--- config.mk ---
export PLATFORM = sky130hd
export DESIGN_NAME = sw_conditioner
export DESIGN_NICKNAME = d
export VERILOG_FILES = /design/src/rtl/sw_conditioner.sv
export SDC_FILE = /design/constraint.sdc
export NUM_CORES = 1
export LEC_CHECK = 0
export CORE_UTILIZATION = 50
export DETAILED_ROUTE_END_ITERATION = 8
export PLACE_DENSITY_LB_ADDON = 0.3
export SLEW_MARGIN = 25
export SYNTH_ARGS = -nofsm -noshare
export SYNTH_HDL_FRONTEND = slang
export SYNTH_SLANG_ARGS = --single-unit
--- constraint.sdc ---
create_clock -name clk -period 2.9 [get_ports clk]
set_clock_uncertainty 0.2 [all_clocks]
set_input_delay 0.725 -clock clk [delete_from_list [all_inputs] [get_ports clk]]
set_output_delay 0.725 -clock clk [all_outputs]
set_load 0.03 [all_outputs]
--- src/rtl/sw_conditioner.sv ---
// Two-channel switch conditioner: sync, debounce, and one-cycle press/release pulses.
// Each channel is an independent copy of sw_cond_chan; no shared state.

module sw_cond_chan #(
   parameter int DB_CYCLES = 250000,
   parameter int CNT_W     = 18
) (
   input  logic clk,
   input  logic rst,
   input  logic sw,
   output logic level,
   output logic press,
   output logic rls
);
   // state encoding is {stable, counting}
   typedef enum logic [1:0] {
      LOW  = 2'b00,
      RISE = 2'b01,
      HIGH = 2'b10,
      FALL = 2'b11
   } state_t;

   localparam logic [CNT_W-1:0] LAST = CNT_W'(DB_CYCLES - 1);

   logic             s1, s2;
   state_t           state;
   logic [CNT_W-1:0] cnt;

   always_ff @(posedge clk or negedge rst) begin
      if (!rst) begin
         s1    <= 1'b0;
         s2    <= 1'b0;
         state <= LOW;
         cnt   <= '0;
         press <= 1'b0;
         rls   <= 1'b0;
      end else begin
         s1    <= sw;
         s2    <= s1;
         press <= 1'b0;
         rls   <= 1'b0;
         case (state)
            LOW: if (s2) begin
               state <= RISE;
               cnt   <= CNT_W'(1);
            end
            RISE: if (!s2) begin
               state <= LOW;
               cnt   <= '0;
            end else if (cnt == LAST) begin
               state <= HIGH;
               cnt   <= '0;
               press <= 1'b1;
            end else begin
               cnt <= cnt + CNT_W'(1);
            end
            HIGH: if (!s2) begin
               state <= FALL;
               cnt   <= CNT_W'(1);
            end
            FALL: if (s2) begin
               state <= HIGH;
               cnt   <= '0;
            end else if (cnt == LAST) begin
               state <= LOW;
               cnt   <= '0;
               rls   <= 1'b1;
            end else begin
               cnt <= cnt + CNT_W'(1);
            end
         endcase
      end
   end

   assign level = state[1];
endmodule

module sw_conditioner #(
   parameter int DB_CYCLES = 250000,
   parameter int CNT_W     = 18
) (
   input  logic clk,
   input  logic rst,
   input  logic sw_r,
   input  logic sw_l,
   output logic level_r,
   output logic level_l,
   output logic press_r,
   output logic press_l,
   output logic release_r,
   output logic release_l
);
   localparam int NUM_LANES = 2;

   // lane 0 = right, lane 1 = left
   logic [NUM_LANES-1:0] sw_v, level_v, press_v, rls_v;

   assign sw_v = {sw_l, sw_r};

   for (genvar i = 0; i < NUM_LANES; i++) begin : g_lane
      sw_cond_chan #(
         .DB_CYCLES(DB_CYCLES),
         .CNT_W    (CNT_W)
      ) u_chan (
         .clk  (clk),
         .rst  (rst),
         .sw   (sw_v[i]),
         .level(level_v[i]),
         .press(press_v[i]),
         .rls  (rls_v[i])
      );
   end

   assign level_r   = level_v[0];
   assign level_l   = level_v[1];
   assign press_r   = press_v[0];
   assign press_l   = press_v[1];
   assign release_r = rls_v[0];
   assign release_l = rls_v[1];
endmodule

Yosys cells after proc, flatten, opt, wreduce, memory -nomap -nowiden

Index checks and enable logic that the tools add are counted.

Bits in registers: 48
Input port bits: 4
Output and inout bits: 6
Logic and storage cells: 72

Add/sub/neg operators: 2
Equal/unequal tests: 16
Mux-type cells: 36
Reduce and logical (&&, ||, !) cells: 6

Operators with widths:

| kind                                                  | number |
|---|---|
| two-way mux 18 bit                                    | 10 |
| one-hot mux 18 bit (4 select lines)                   | 2 |
| adder 18 x 1 -> 18 bit, second input constant         | 2 |
| == test 18 bit, second input constant                 | 2 |
| two-way mux 2 bit                                     | 12 |
| one-hot mux 2 bit (4 select lines)                    | 2 |
| two-way mux 1 bit                                     | 10 |
| == test 2 bit, second input constant                  | 4 |
| AND reduction 4 bit                                   | 2 |
| inequality test 3 x 1 -> 1 bit, second input constant | 2 |
| inequality test 3 bit, second input constant          | 2 |
| == test 2 x 1 -> 1 bit, second input constant         | 2 |
| zero test 2 bit                                       | 2 |
| inequality test 2 x 1 -> 1 bit, second input constant | 2 |
| inequality test 2 bit, second input constant          | 2 |
| AND reduction 2 bit                                   | 2 |

Depth between registers and ports, before layout

Gate-level depths: netlist of the first run.

Depth in word-level cells: 4
Gate-level depth with buffers: 9

Cells and area by module

From an unflattened synthesis of the first run, not the netlist that was laid out.

Cell total of the unflattened synthesis: 256
Area total of the unflattened synthesis: 2512.4 µm²

Modules (own cells, without submodules):

| module       | times used | cells an instance | area each (µm²) | sequential area each (µm²) |
|---|---|---|---|---|
| sw_cond_chan | 2          | 128               | 1256.2          | 600.6 |

Worst setup path before layout of the first run

Ideal clock, no wire load.

Kind: register to register
Start point: reg g_lane[0].u_chan.cnt[0]
End point: reg g_lane[0].u_chan.cnt[17]
Library setup time: 0.120 ns
Arrival: 1.715 ns
Data required time: 2.580 ns
Path slack: 0.865 ns
Stages on the path, launching flop included: 9
Buffers on the path: 3
Period minus slack after synthesis: 2.035 ns
Path through: dfrtp_1 -> ha_1 -> and3_1 -> buf_2 -> nand4_1 -> o31a_1 -> buf_6 -> buf_6 -> a31o_1

Word-level cells in the longest chain between the ends: 4
Elaborated cells between the ends (all ways): 6
Those cells by class: 1 x add/sub; 1 x eq/ne; 4 x mux

RTL lines:

| item                                                            | RTL line | text |
|---|---|---|
| from (decl)                                                     | 27       | `logic [CNT_W-1:0] cnt;` |
| from (signal assigned)                                          | 55       | `cnt <= cnt + CNT_W'(1);` |
| from (signal assigned)                                          | 69       | `cnt <= cnt + CNT_W'(1);` |
| adder 18 x 1 -> 18 bit / == test 18 bit (equally long branches) | n/a      |  |
| two-way mux 18 bit *                                            | 50, 64   |  |
| two-way mux 18 bit (on tied branches)                           | 61, 47   |  |
| one-hot mux 18 bit (4 select lines) *                           | 42       | `case (state)` |

Mark *: on every way between the ends. The rest lies on a longest branch, timed or not.
A chain may end at the register's enable or synchronous reset.

Final worst setup path of the first run

Start point: reg g_lane[1].u_chan.cnt[0]
End point: reg g_lane[1].u_chan.cnt[5]

Word-level cells in the longest chain between the ends: 4
Elaborated cells between the ends (all ways): 6
Those cells by class: 1 x add/sub; 1 x eq/ne; 4 x mux

RTL lines:

| item                                                            | RTL line |
|---|---|
| from (decl)                                                     | 27 |
| from (signal assigned)                                          | 55 |
| from (signal assigned)                                          | 69 |
| adder 18 x 1 -> 18 bit / == test 18 bit (equally long branches) | n/a |
| two-way mux 18 bit *                                            | 50, 64 |
| two-way mux 18 bit (on tied branches)                           | 61, 47 |
| one-hot mux 18 bit (4 select lines) *                           | 42 |

Marked as above.

==> results of run 1 <==
layout make-up:
type,count,area share
clock buffers,5,0.0258
clock inverters,3,0.0174
inverters,6,0.00844
multi-input cells,188,0.432
flip-flops and latches,48,0.450
well taps,67,0.0314
repair buffers,10,0.0347
per-layer routing:
metal / vias up / part of all wire / GRT usage
met3: 5 / 0.028 / 0.0431
met5: - / 0 / 0
met4: 0 / 0.0094 / 0.0632
met1: 931 / 0.48 / 0.281
met2: 31 / 0.48 / 0.314
li1: 964 / - / -
path summary, 6_finish.rpt:
path | start | endpoint | slack [ns] | cells past startpoint
setup / recovery | g_lane[1].u_chan.cnt[0]$_DFFE_PN0P_ | g_lane[1].u_chan.cnt[5]$_DFFE_PN0P_ | 0.43 | 6
hold / removal | g_lane[0].u_chan.s1$_DFF_PN0_ | g_lane[0].u_chan.s2$_DFF_PN0_ | 0.16 | 0
setup reg to reg | g_lane[1].u_chan.cnt[0]$_DFFE_PN0P_ | g_lane[1].u_chan.cnt[5]$_DFFE_PN0P_ | 0.43 | 6
hold reg to reg | g_lane[0].u_chan.s1$_DFF_PN0_ | g_lane[0].u_chan.s2$_DFF_PN0_ | 0.16 | 0
max in group asynchronous | rst | g_lane[1].u_chan.cnt[10]$_DFFE_PN0P_ | 1.78 | 2
min in group asynchronous | rst | g_lane[0].u_chan.cnt[8]$_DFFE_PN0P_ | 0.30 | 2
state kept, by name (all words and copies together), names as in the netlist, named ones only:
register,flops
g_lane.u_chan.cnt,36
g_lane.u_chan.press,2
g_lane.u_chan.rls,2
g_lane.u_chan.s1,2
g_lane.u_chan.s2,2
g_lane.u_chan.state,2
logic make-up (layout without fill, tap and decap cells):
group / Yosys count / count (layout) / synth area share
AND/OR/NAND/NOR: 101 / 101 / 0.230
AO/OA/AOI/OAI: 77 / 77 / 0.196
flip-flops: 48 / 48 / 0.489
buffers and inverters: 17 / 24 / 0.0427
multiplexers: 6 / 6 / 0.0254
adder cells (fa/ha/maj): 2 / 2 / 0.0102
XOR/XNOR: 2 / 2 / 0.00713
power by group through the flow:
stage	logic [W]	registers (W)	clock network [W]
after global routing	0.0000906	0.000702	0.000546
after global placement	0.0000785	0.000712	0
after detailed placement	0.0000808	0.000713	0
after CTS	0.0000808	0.000700	0.000511
final	0.0000797	0.000700	0.000497
after floorplan	0.0000574	0.000709	0
synth_stat cells (2+ instances only):
master and n:
sky130_fd_sc_hd__dfrtp_1 48, sky130_fd_sc_hd__nand2_1 29, sky130_fd_sc_hd__a21oi_1 23, sky130_fd_sc_hd__a31oi_1 16, sky130_fd_sc_hd__nand3_1 13, sky130_fd_sc_hd__nand4_1 9
sky130_fd_sc_hd__o21ai_0 9, sky130_fd_sc_hd__o21ai_1 9, sky130_fd_sc_hd__nor2_1 8, sky130_fd_sc_hd__and3_1 6, sky130_fd_sc_hd__inv_1 6, sky130_fd_sc_hd__a41oi_1 5
sky130_fd_sc_hd__and2_1 5, sky130_fd_sc_hd__buf_6 4, sky130_fd_sc_hd__mux2i_1 4, sky130_fd_sc_hd__nand2b_1 4, sky130_fd_sc_hd__nor3_1 4, sky130_fd_sc_hd__nor3b_1 4
sky130_fd_sc_hd__and4_1 3, sky130_fd_sc_hd__buf_2 3, sky130_fd_sc_hd__nand3b_1 3, sky130_fd_sc_hd__nor4_1 3, sky130_fd_sc_hd__o31a_1 3, sky130_fd_sc_hd__or3_1 3
sky130_fd_sc_hd__a22o_1 2, sky130_fd_sc_hd__a31o_1 2, sky130_fd_sc_hd__buf_4 2, sky130_fd_sc_hd__clkbuf_1 2, sky130_fd_sc_hd__ha_1 2, sky130_fd_sc_hd__mux2_1 2
sky130_fd_sc_hd__nor4b_2 2, sky130_fd_sc_hd__or2_2 2, sky130_fd_sc_hd__xor2_1 2
through the flow:
| stage | hold slack, ns | power, W | utilization |
|---|---|---|---|
| final | 0.160 | 0.00128 | 0.565 |
| after floorplan | 0.131 | 0.000767 | - |
| after global placement | 0.134 | 0.000790 | 0.540 |
| after CTS | 0.161 | 0.00129 | 0.565 |
| after detailed placement | 0.139 | 0.000794 | 0.540 |
| after global routing | 0.166 | 0.00134 | 0.565 |
worst register-to-register path: cells and delay by family (launching register included):
kind                     cells  cell delay [ns]
AO/OA/AOI/OAI                3             1.16
flip-flops                   1             0.43
AND/OR/NAND/NOR              2             0.37
adder cells (fa/ha/maj)      1             0.24
==> impl_metrics.toml, run 1 <==
[status]
run_status = "finished, final reports clean"

[die]
floorplan.core_area_um2 = 4720
start_util = 0.521
num_rows = 25
dieWidth_um = 72.1
i_o_pins = 10
die-height_um = 72.1
die_area_um2 = 5200

[cells_and_area]
postLayoutCellArea_um2 = 2670
multiInputGateArea_um2 = 1150
layout.cells.most_common_list = "sky130_fd_sc_hd__dfrtp_1 (48), sky130_fd_sc_hd__nand2_1 (29), sky130_fd_sc_hd__a21oi_1 (23)"
seqCellArea_um2 = 1200
antennaDiodeCount = 0
finalNonFillerCells = 327
final_net_count = 265
area_growth_syn_to_layout_pct = 8.50
drive_above_1_share = 0.0692
layout.filler_cells = 395
mostFrequentLayoutCell = "sky130_fd_sc_hd__dfrtp_1"

[synthesis]
syn_area_per_cell_um2 = 9.72
synthDistinctLibCells = 44
cell_taking_the_most_area_after_synthesis = "sky130_fd_sc_hd__dfrtp_1"
synth_cells = 253
synth.cell_area_um2 = 2460
synthesis.nets = 259
async_sr_flop_fraction = 1.00
synthFlopType = "sky130_fd_sc_hd__dfrtp_1"
yosysSeqAreaShare = 0.489
cell_types_with_the_largest_area_share_after_synthesis = "sky130_fd_sc_hd__dfrtp_1 (49%), sky130_fd_sc_hd__a21oi_1 (4.7%), sky130_fd_sc_hd__nand2_1 (4.4%)"
number_of_enable_type_register_cells_in_the_synthesized_netlist = 0
yosys_warnings = 0
ys_seq_elements = 48
yosys.area.top_type_share = 0.489

[drt]
remaining_drc_errors = 0
drtIter0Drc = 92
vias = 1931
detailedRoute.firstPassIterationCount = 4
vias_per_cell = 5.91
drt-total-wl_um = 4680
detail_route.wl_per_cell_um = 14.3
residual_antenna_violating_net_count_after_detailed_routing = 0

[cts]
cts.hold.buffers_added = 0
cts-htree-levels = 2
cts.sinks = 48
cts.repair_timing.setup_buffer_count = 0
post_cts_gate_resize_count = 0
tritoncts.num_buffers = 5
cts_max_path_buffers = 2
clock-root-buffer = "sky130_fd_sc_hd__clkbuf_8"
cts.clk_slew.worst_paths_ns = 0.09
clk_latency_ns = 0.30
tritoncts = "built"

[pwr]
power.density_cell_area_nw_per_um2 = 479
pwr-share-clk = 0.390
power_report.internal_total_w = 0.000971
part_of_the_total_power_dissipated_in_sequential_elements = 0.548
p_comb_frac = 0.062
switching_share = 0.239
power.net_switching_w = 0.000305
vdd_drop_max_mv = 0.250
leakage_nw = 1.05

[grt]
first_pass_grt_wire_length_um = 8200
initial_antenna_violation_count = 0
global_route.overflow_total = 0
grtUsageTotal = 0.201
first_global_vias = 1780
grt_start_max_net_pins = 49

[run]
cap_violations = 0

[hold_path]
worstHoldPathType = "reg2reg"

[timing]
totalNegativeSetupSlack_ns = 0
rsz_0062_raised_after_global_routing = "false"
fmax_mhz = 405
fin_crit_ns = 2.47
timing.final.max_slew_violations = 0
final_hold_vios = 0
finalSetupViolations = 0
timing.final.crit_share = 0.851
worst_slew_margin_rel = 0.396
timing_worst_slew_pin_value_ns = 0.906
post-route-worst-setup-slack_ns = 0.433

[critical_path]
timing.setup.critical_path_class = "reg2reg"
worst_setup_path_end_kind = "flop"
worstSetupStartpointType = "flop"
cpPeakStageDelay_ns = 0.74
worst_ep_arrival_time_ns = 2.49
cp_cell_sequence = "ha_1 -> nand3_1 -> nand2b_1 -> o31a_1 -> o21ai_0 -> a31oi_1"
cp_num_buf_inv = 0
critPathTopFamily = "compound AO/OA/AOI/OAI gates"
cpMaxStageDelayCell = "sky130_fd_sc_hd__o31a_1"
critPathMaxFanout = 27
cp.required_ns = 2.93

[placed_design]
dpl.cell_count = 319
place_ws_ns = 0.439
placed_area_um2 = 2550
port_buffers = 9
gp_routability_congestion = 0.779
half_perimeter_wire_length_after_detailed_placement_um = 3110
(Power assumes the default switching activity.)
==> run 2: changes to the inputs <==
ABC_AREA = 1   (was not set)
==> impl_metrics.toml, run 2 <==
[placed_design]
place_ws_ns = 0.873
gp_routability_congestion = 0.894
port_buffers = 9
half_perimeter_wire_length_after_detailed_placement_um = 4240

[pwr]
part_of_the_total_power_dissipated_in_sequential_elements = 0.547
switching_share = 0.315
pwr-share-clk = 0.306
power.density_cell_area_nw_per_um2 = 451
power.net_switching_w = 0.000432
vdd_drop_max_mv = 0.365
leakage_nw = 1.39
power_report.internal_total_w = 0.000941
power.total_w = 0.00137
p_comb_frac = 0.147

[cells_and_area]
layout.cells.most_common_list = "sky130_fd_sc_hd__nand2_1 (110), sky130_fd_sc_hd__nor2_1 (51), sky130_fd_sc_hd__dfrtp_1 (48)"
mostFrequentLayoutCell = "sky130_fd_sc_hd__nand2_1"
antennaDiodeCount = 0
finish.utilization = 0.582
largest_register_ff_count = 36
area_growth_syn_to_layout_pct = 9.14
max_flop_register = "g_lane.u_chan.cnt"
layout.filler_cells = 489
drive_above_1_share = 0.102
final_net_count = 397

[timing]
finalSetupViolations = 0
timing.final.max_slew_violations = 0
final_hold_vios = 0
fmax_mhz = 421
timing_worst_slew_pin_value_ns = 0.585
fin_crit_ns = 2.38
post-route-worst-setup-slack_ns = 0.524
totalNegativeSetupSlack_ns = 0
worst_slew_margin_rel = 0.610
rsz_0062_raised_after_global_routing = "false"
timing.final.crit_share = 0.819

[synthesis]
syn_area_per_cell_um2 = 7.37
yosys.area.top_type_share = 0.430
yosysMostFrequentCell = "sky130_fd_sc_hd__nand2_1"
yosys_warnings = 0
yosysSeqAreaShare = 0.430
synth.cell_area_um2 = 2790
synth_commonest_cells = "sky130_fd_sc_hd__nand2_1 (110), sky130_fd_sc_hd__nor2_1 (51), sky130_fd_sc_hd__dfrtp_1 (48), sky130_fd_sc_hd__inv_1 (47), sky130_fd_sc_hd__nand3_1 (32)"
synth_cells = 379
synthFlopType = "sky130_fd_sc_hd__dfrtp_1"
synthDistinctLibCells = 28
number_of_enable_type_register_cells_in_the_synthesized_netlist = 0
async_sr_flop_fraction = 1.00
synthesis.nets = 385
cell_taking_the_most_area_after_synthesis = "sky130_fd_sc_hd__dfrtp_1"
cell_types_with_the_largest_area_share_after_synthesis = "sky130_fd_sc_hd__dfrtp_1 (43%), sky130_fd_sc_hd__nand2_1 (15%), sky130_fd_sc_hd__nor2_1 (6.9%)"
ys_seq_elements = 48

[critical_path]
cp_cell_sequence = "clkdlybuf4s50_1"
critPathMaxFanout = 5
timing.setup.critical_path_class = "reg2out"
cp.required_ns = 1.98
cpPeakStageDelay_ns = 0.70
cpMaxStageDelayCell = "sky130_fd_sc_hd__clkdlybuf4s50_1"
worst_setup_path_end_kind = "output port"
worst_ep_arrival_time_ns = 1.45
critPathTopFamily = "buffers and inverters"
worstSetupStartpointType = "flop"
cp_num_buf_inv = 1

[grt]
grtUsageTotal = 0.218
first_global_vias = 2319
global_route.overflow_total = 0
first_pass_grt_wire_length_um = 10300
grt_start_max_net_pins = 26
initial_antenna_violation_count = 0

[drt]
drt-total-wl_um = 5650
remaining_drc_errors = 0
detailedRoute.firstPassIterationCount = 5
drtIter0Drc = 171
vias = 2408
vias_per_cell = 5.21
residual_antenna_violating_net_count_after_detailed_routing = 0
detail_route.wl_per_cell_um = 12.2

[cts]
clk_latency_ns = 0.32
cts-htree-levels = 2
cts.clk_slew.worst_paths_ns = 0.09
tritoncts = "built"
cts.sinks = 48
cts.repair_timing.setup_buffer_count = 0
cts_max_path_buffers = 2
cts.hold.buffers_added = 0
post_cts_gate_resize_count = 0
clock-root-buffer = "sky130_fd_sc_hd__clkbuf_8"
tritoncts.num_buffers = 5

[run]
cap_violations = 0

[die]
i_o_pins = 10
dieWidth_um = 76.7
floorplan.core_area_um2 = 5240
die_area_um2 = 5890
die-height_um = 76.7
start_util = 0.533
num_rows = 26

[status]
run_status = "finished, final reports clean"

[hold_path]
worstHoldPathType = "reg2reg"
run 2: changes by cell type in the layout (fill, tap and decap cells not counted), moves of 6 or more:
cell	before	now
sky130_fd_sc_hd__nand3_1	13	32
sky130_fd_sc_hd__nor2_2	0	6
sky130_fd_sc_hd__inv_1	6	47
sky130_fd_sc_hd__o21ai_1	9	2
sky130_fd_sc_hd__nand2_2	0	6
sky130_fd_sc_hd__nor2_1	8	51
sky130_fd_sc_hd__a21oi_1	23	4
sky130_fd_sc_hd__a31oi_1	16	0
sky130_fd_sc_hd__nand2_1	29	110
sky130_fd_sc_hd__and3_1	6	0
run 2: final timing paths:
path | depth (start not counted) | end | from | slack [ns]
max in group asynchronous | 2 | g_lane[1].u_chan.cnt[9]$_DFFE_PN0P_ | rst | 1.76
worst max-delay path | 1 | level_l | flop | 0.52
worst min register to register | 0 | g_lane[1].u_chan.s2$_DFF_PN0_ | g_lane[1].u_chan.s1$_DFF_PN0_ | 0.16
worst max register to register | 8 | g_lane[1].u_chan.cnt[13]$_DFFE_PN0P_ | g_lane[1].u_chan.cnt[0]$_DFFE_PN0P_ | 1.07
worst min-delay path | 0 | g_lane[1].u_chan.s2$_DFF_PN0_ | g_lane[1].u_chan.s1$_DFF_PN0_ | 0.16
min in group asynchronous | 1 | g_lane[1].u_chan.cnt[1]$_DFFE_PN0P_ | rst | 0.19
run 2: cells by family (layout without fill, tap and decap cells):
kind of cell / Yosys count / count (layout) / synth area share
adder cells (fa/ha/maj): 2 / 2 / 0.00896
buffers and inverters: 58 / 71 / 0.0834
AO/OA/AOI/OAI: 23 / 23 / 0.0466
AND/OR/NAND/NOR: 236 / 236 / 0.393
flip-flops: 48 / 48 / 0.430
XOR/XNOR: 12 / 12 / 0.0377
run 2: area by class of cell:
cell class | instances | area, um2 | share of cell area
Clock buffer | 5 | 68.8 | 0.0226
Clock inverter | 3 | 25.0 | 0.00821
Inverter | 53 | 201 | 0.0661
Multi-Input combinational cell | 273 | 1360 | 0.446
Sequential cell | 48 | 1200 | 0.394
Tap cell | 70 | 87.6 | 0.0287
Timing Repair Buffer | 10 | 105 | 0.0345
run 2: metrics by stage:
| stage | hold WS [ns] | std cells | cell area (um2) |
|---|---|---|---|
| after floorplan | 0.131 | 379 | 2790 |
| after global placement | 0.135 | 454 | 2950 |
| after detailed placement | 0.138 | 454 | 2950 |
| after CTS | 0.162 | 462 | 3050 |
| after global routing | 0.170 | 462 | 3050 |
| final | 0.158 | 462 | 3050 |
run 2: power by group through the flow:
| stage | Sequential, W | Clock (W) | Combinational [W] |
|---|---|---|---|
| 3_5_place_dp | 0.000765 | 0 | 0.000201 |
| 4_1_cts | 0.000751 | 0.000437 | 0.000203 |
| 6_report | 0.000752 | 0.000420 | 0.000201 |
| 2_1_floorplan | 0.000738 | 0 | 0.000177 |
| 3_3_place_gp | 0.000762 | 0 | 0.000196 |
| 5_1_grt | 0.000757 | 0.000465 | 0.000231 |
run 2: metal layers:
layer | GRT usage | vias to the layer above | share of wire
li1 | - | 1211 | -
met1 | 0.270 | 1135 | 0.43
met2 | 0.380 | 53 | 0.51
met3 | 0.0345 | 9 | 0.040
met4 | 0.0788 | 0 | 0.017
met5 | 0 | - | 0
==> run 3: changes to the inputs <==
clock period = 2.1 ns   (was 2.9 ns; I/O delays follow)
==> impl_metrics.toml, run 3 (synthesis gave the netlist of run 2 again) <==
[drt]
drt-total-wl_um = 5420
vias = 2353
detail_route.wl_per_cell_um = 11.6
remaining_drc_errors = 0
drtIter0Drc = 139
residual_antenna_violating_net_count_after_detailed_routing = 0
detailedRoute.firstPassIterationCount = 4
vias_per_cell = 5.06

[critical_path]
critPathMaxFanout = 1
worst_ep_arrival_time_ns = 1.31
cpPeakStageDelay_ns = 0.67
worst_setup_path_end_kind = "output port"
worstSetupStartpointType = "flop"
timing.setup.critical_path_class = "reg2out"
cp_cell_sequence = "clkdlybuf4s50_1"
cp_num_buf_inv = 1
cp.required_ns = 1.37
cpMaxStageDelayCell = "sky130_fd_sc_hd__clkdlybuf4s50_1"
critPathTopFamily = "buffers and inverters"

[cells_and_area]
antennaDiodeCount = 0
layout.cells.most_common_list = "sky130_fd_sc_hd__nand2_1 (110), sky130_fd_sc_hd__nor2_1 (51), sky130_fd_sc_hd__dfrtp_1 (48)"
max_flop_register = "g_lane.u_chan.cnt"
drive_above_1_share = 0.106
mostFrequentLayoutCell = "sky130_fd_sc_hd__nand2_1"
finish.utilization = 0.586
area_growth_syn_to_layout_pct = 9.95
largest_register_ff_count = 36
postLayoutCellArea_um2 = 3070
final_net_count = 400

[cts]
cts-htree-levels = 2
clk_latency_ns = 0.31
cts_max_path_buffers = 2
cts.clk_slew.worst_paths_ns = 0.09
cts.repair_timing.setup_buffer_count = 0
tritoncts = "built"
clock-root-buffer = "sky130_fd_sc_hd__clkbuf_8"
tritoncts.num_buffers = 5
cts.sinks = 48

[grt]
grt_start_max_net_pins = 25
global_route.overflow_total = 0
first_pass_grt_wire_length_um = 9980
first_global_vias = 2336
grtUsageTotal = 0.214
initial_antenna_violation_count = 0

[timing]
timing.final.crit_share = 0.970
totalNegativeSetupSlack_ns = 0
timing_worst_slew_pin_value_ns = 0.417
rsz_0062_raised_after_global_routing = "false"
finalSetupViolations = 0
worst_slew_margin_rel = 0.721
final_hold_vios = 0
fin_crit_ns = 2.04
post-route-worst-setup-slack_ns = 0.0629
fmax_mhz = 491
timing.final.max_slew_violations = 0

[pwr]
power.total_w = 0.00189
power.density_cell_area_nw_per_um2 = 617
vdd_drop_max_mv = 0.392
leakage_nw = 1.41

[placed_design]
half_perimeter_wire_length_after_detailed_placement_um = 4150
placed_area_um2 = 2970
place_ws_ns = 0.268
gp_routability_congestion = 0.896
port_buffers = 9

[die]
i_o_pins = 10
start_util = 0.533
die_area_um2 = 5890
dieWidth_um = 76.7
die-height_um = 76.7
num_rows = 26
floorplan.core_area_um2 = 5240

[status]
run_status = "finished, final reports clean"

[hold_path]
worstHoldPathType = "reg2reg"

[run]
cap_violations = 0
==> run 3: cell type report <==
class / instances / area [um2]
flip-flops and latches: 48 / 1200
repair buffers: 13 / 128
clock inverters: 3 / 25.0
clock buffers: 5 / 68.8
well taps: 70 / 87.6
inverters: 53 / 201
fillers: 458 / 2170
multi-input cells: 273 / 1360
==> run 3: final timing paths <==
| kind | slack, ns | cells past startpoint | startpoint | endpoint |
|---|---|---|---|---|
| worst min-delay path | 0.16 | 0 | g_lane[1].u_chan.s1$_DFF_PN0_ | g_lane[1].u_chan.s2$_DFF_PN0_ |
| worst min register to register | 0.16 | 0 | g_lane[1].u_chan.s1$_DFF_PN0_ | g_lane[1].u_chan.s2$_DFF_PN0_ |
| worst max-delay path | 0.06 | 1 | g_lane[0].u_chan.rls$_DFF_PN0_ | release_r |
| min in group asynchronous | 0.45 | 2 | rst | g_lane[1].u_chan.cnt[2]$_DFFE_PN0P_ |
| max in group asynchronous | 0.76 | 3 | rst | g_lane[0].u_chan.cnt[15]$_DFFE_PN0P_ |
| worst max register to register | 0.36 | 8 | g_lane[0].u_chan.cnt[0]$_DFFE_PN0P_ | g_lane[0].u_chan.cnt[8]$_DFFE_PN0P_ |
==> run 3: per-stage QoR <==
step                instances  hold slack [ns]
floorplan                 379           0.0294
CTS                       465            0.164
global placement          456            0.136
global route              465            0.179
finish                    465            0.158
detailed placement        456            0.139
==> run 3: repair_timing <==
item / 4_1_cts / 5_1_grt
gates resized for setup: 2 / 0
endpoints found under the setup margin: 2 / 0
hold buffers: 1 / 0
hold endpoints to repair: 12 / 0
==> run 3: per-layer routing <==
metal	GRT usage	vias to the layer above	part of all wire
met5	0	-	0
met3	0.0488	7	0.030
met1	0.259	1091	0.45
met4	0.0885	0	0.014
li1	-	1219	-
met2	0.364	36	0.51
==> run 3: power breakdown <==
part / internal, W / switching, W
clock: 0.000243 / 0.000344
sequential: 0.000967 / 0.0000688
combinational: 0.0000918 / 0.000178
total: 0.00130 / 0.000591
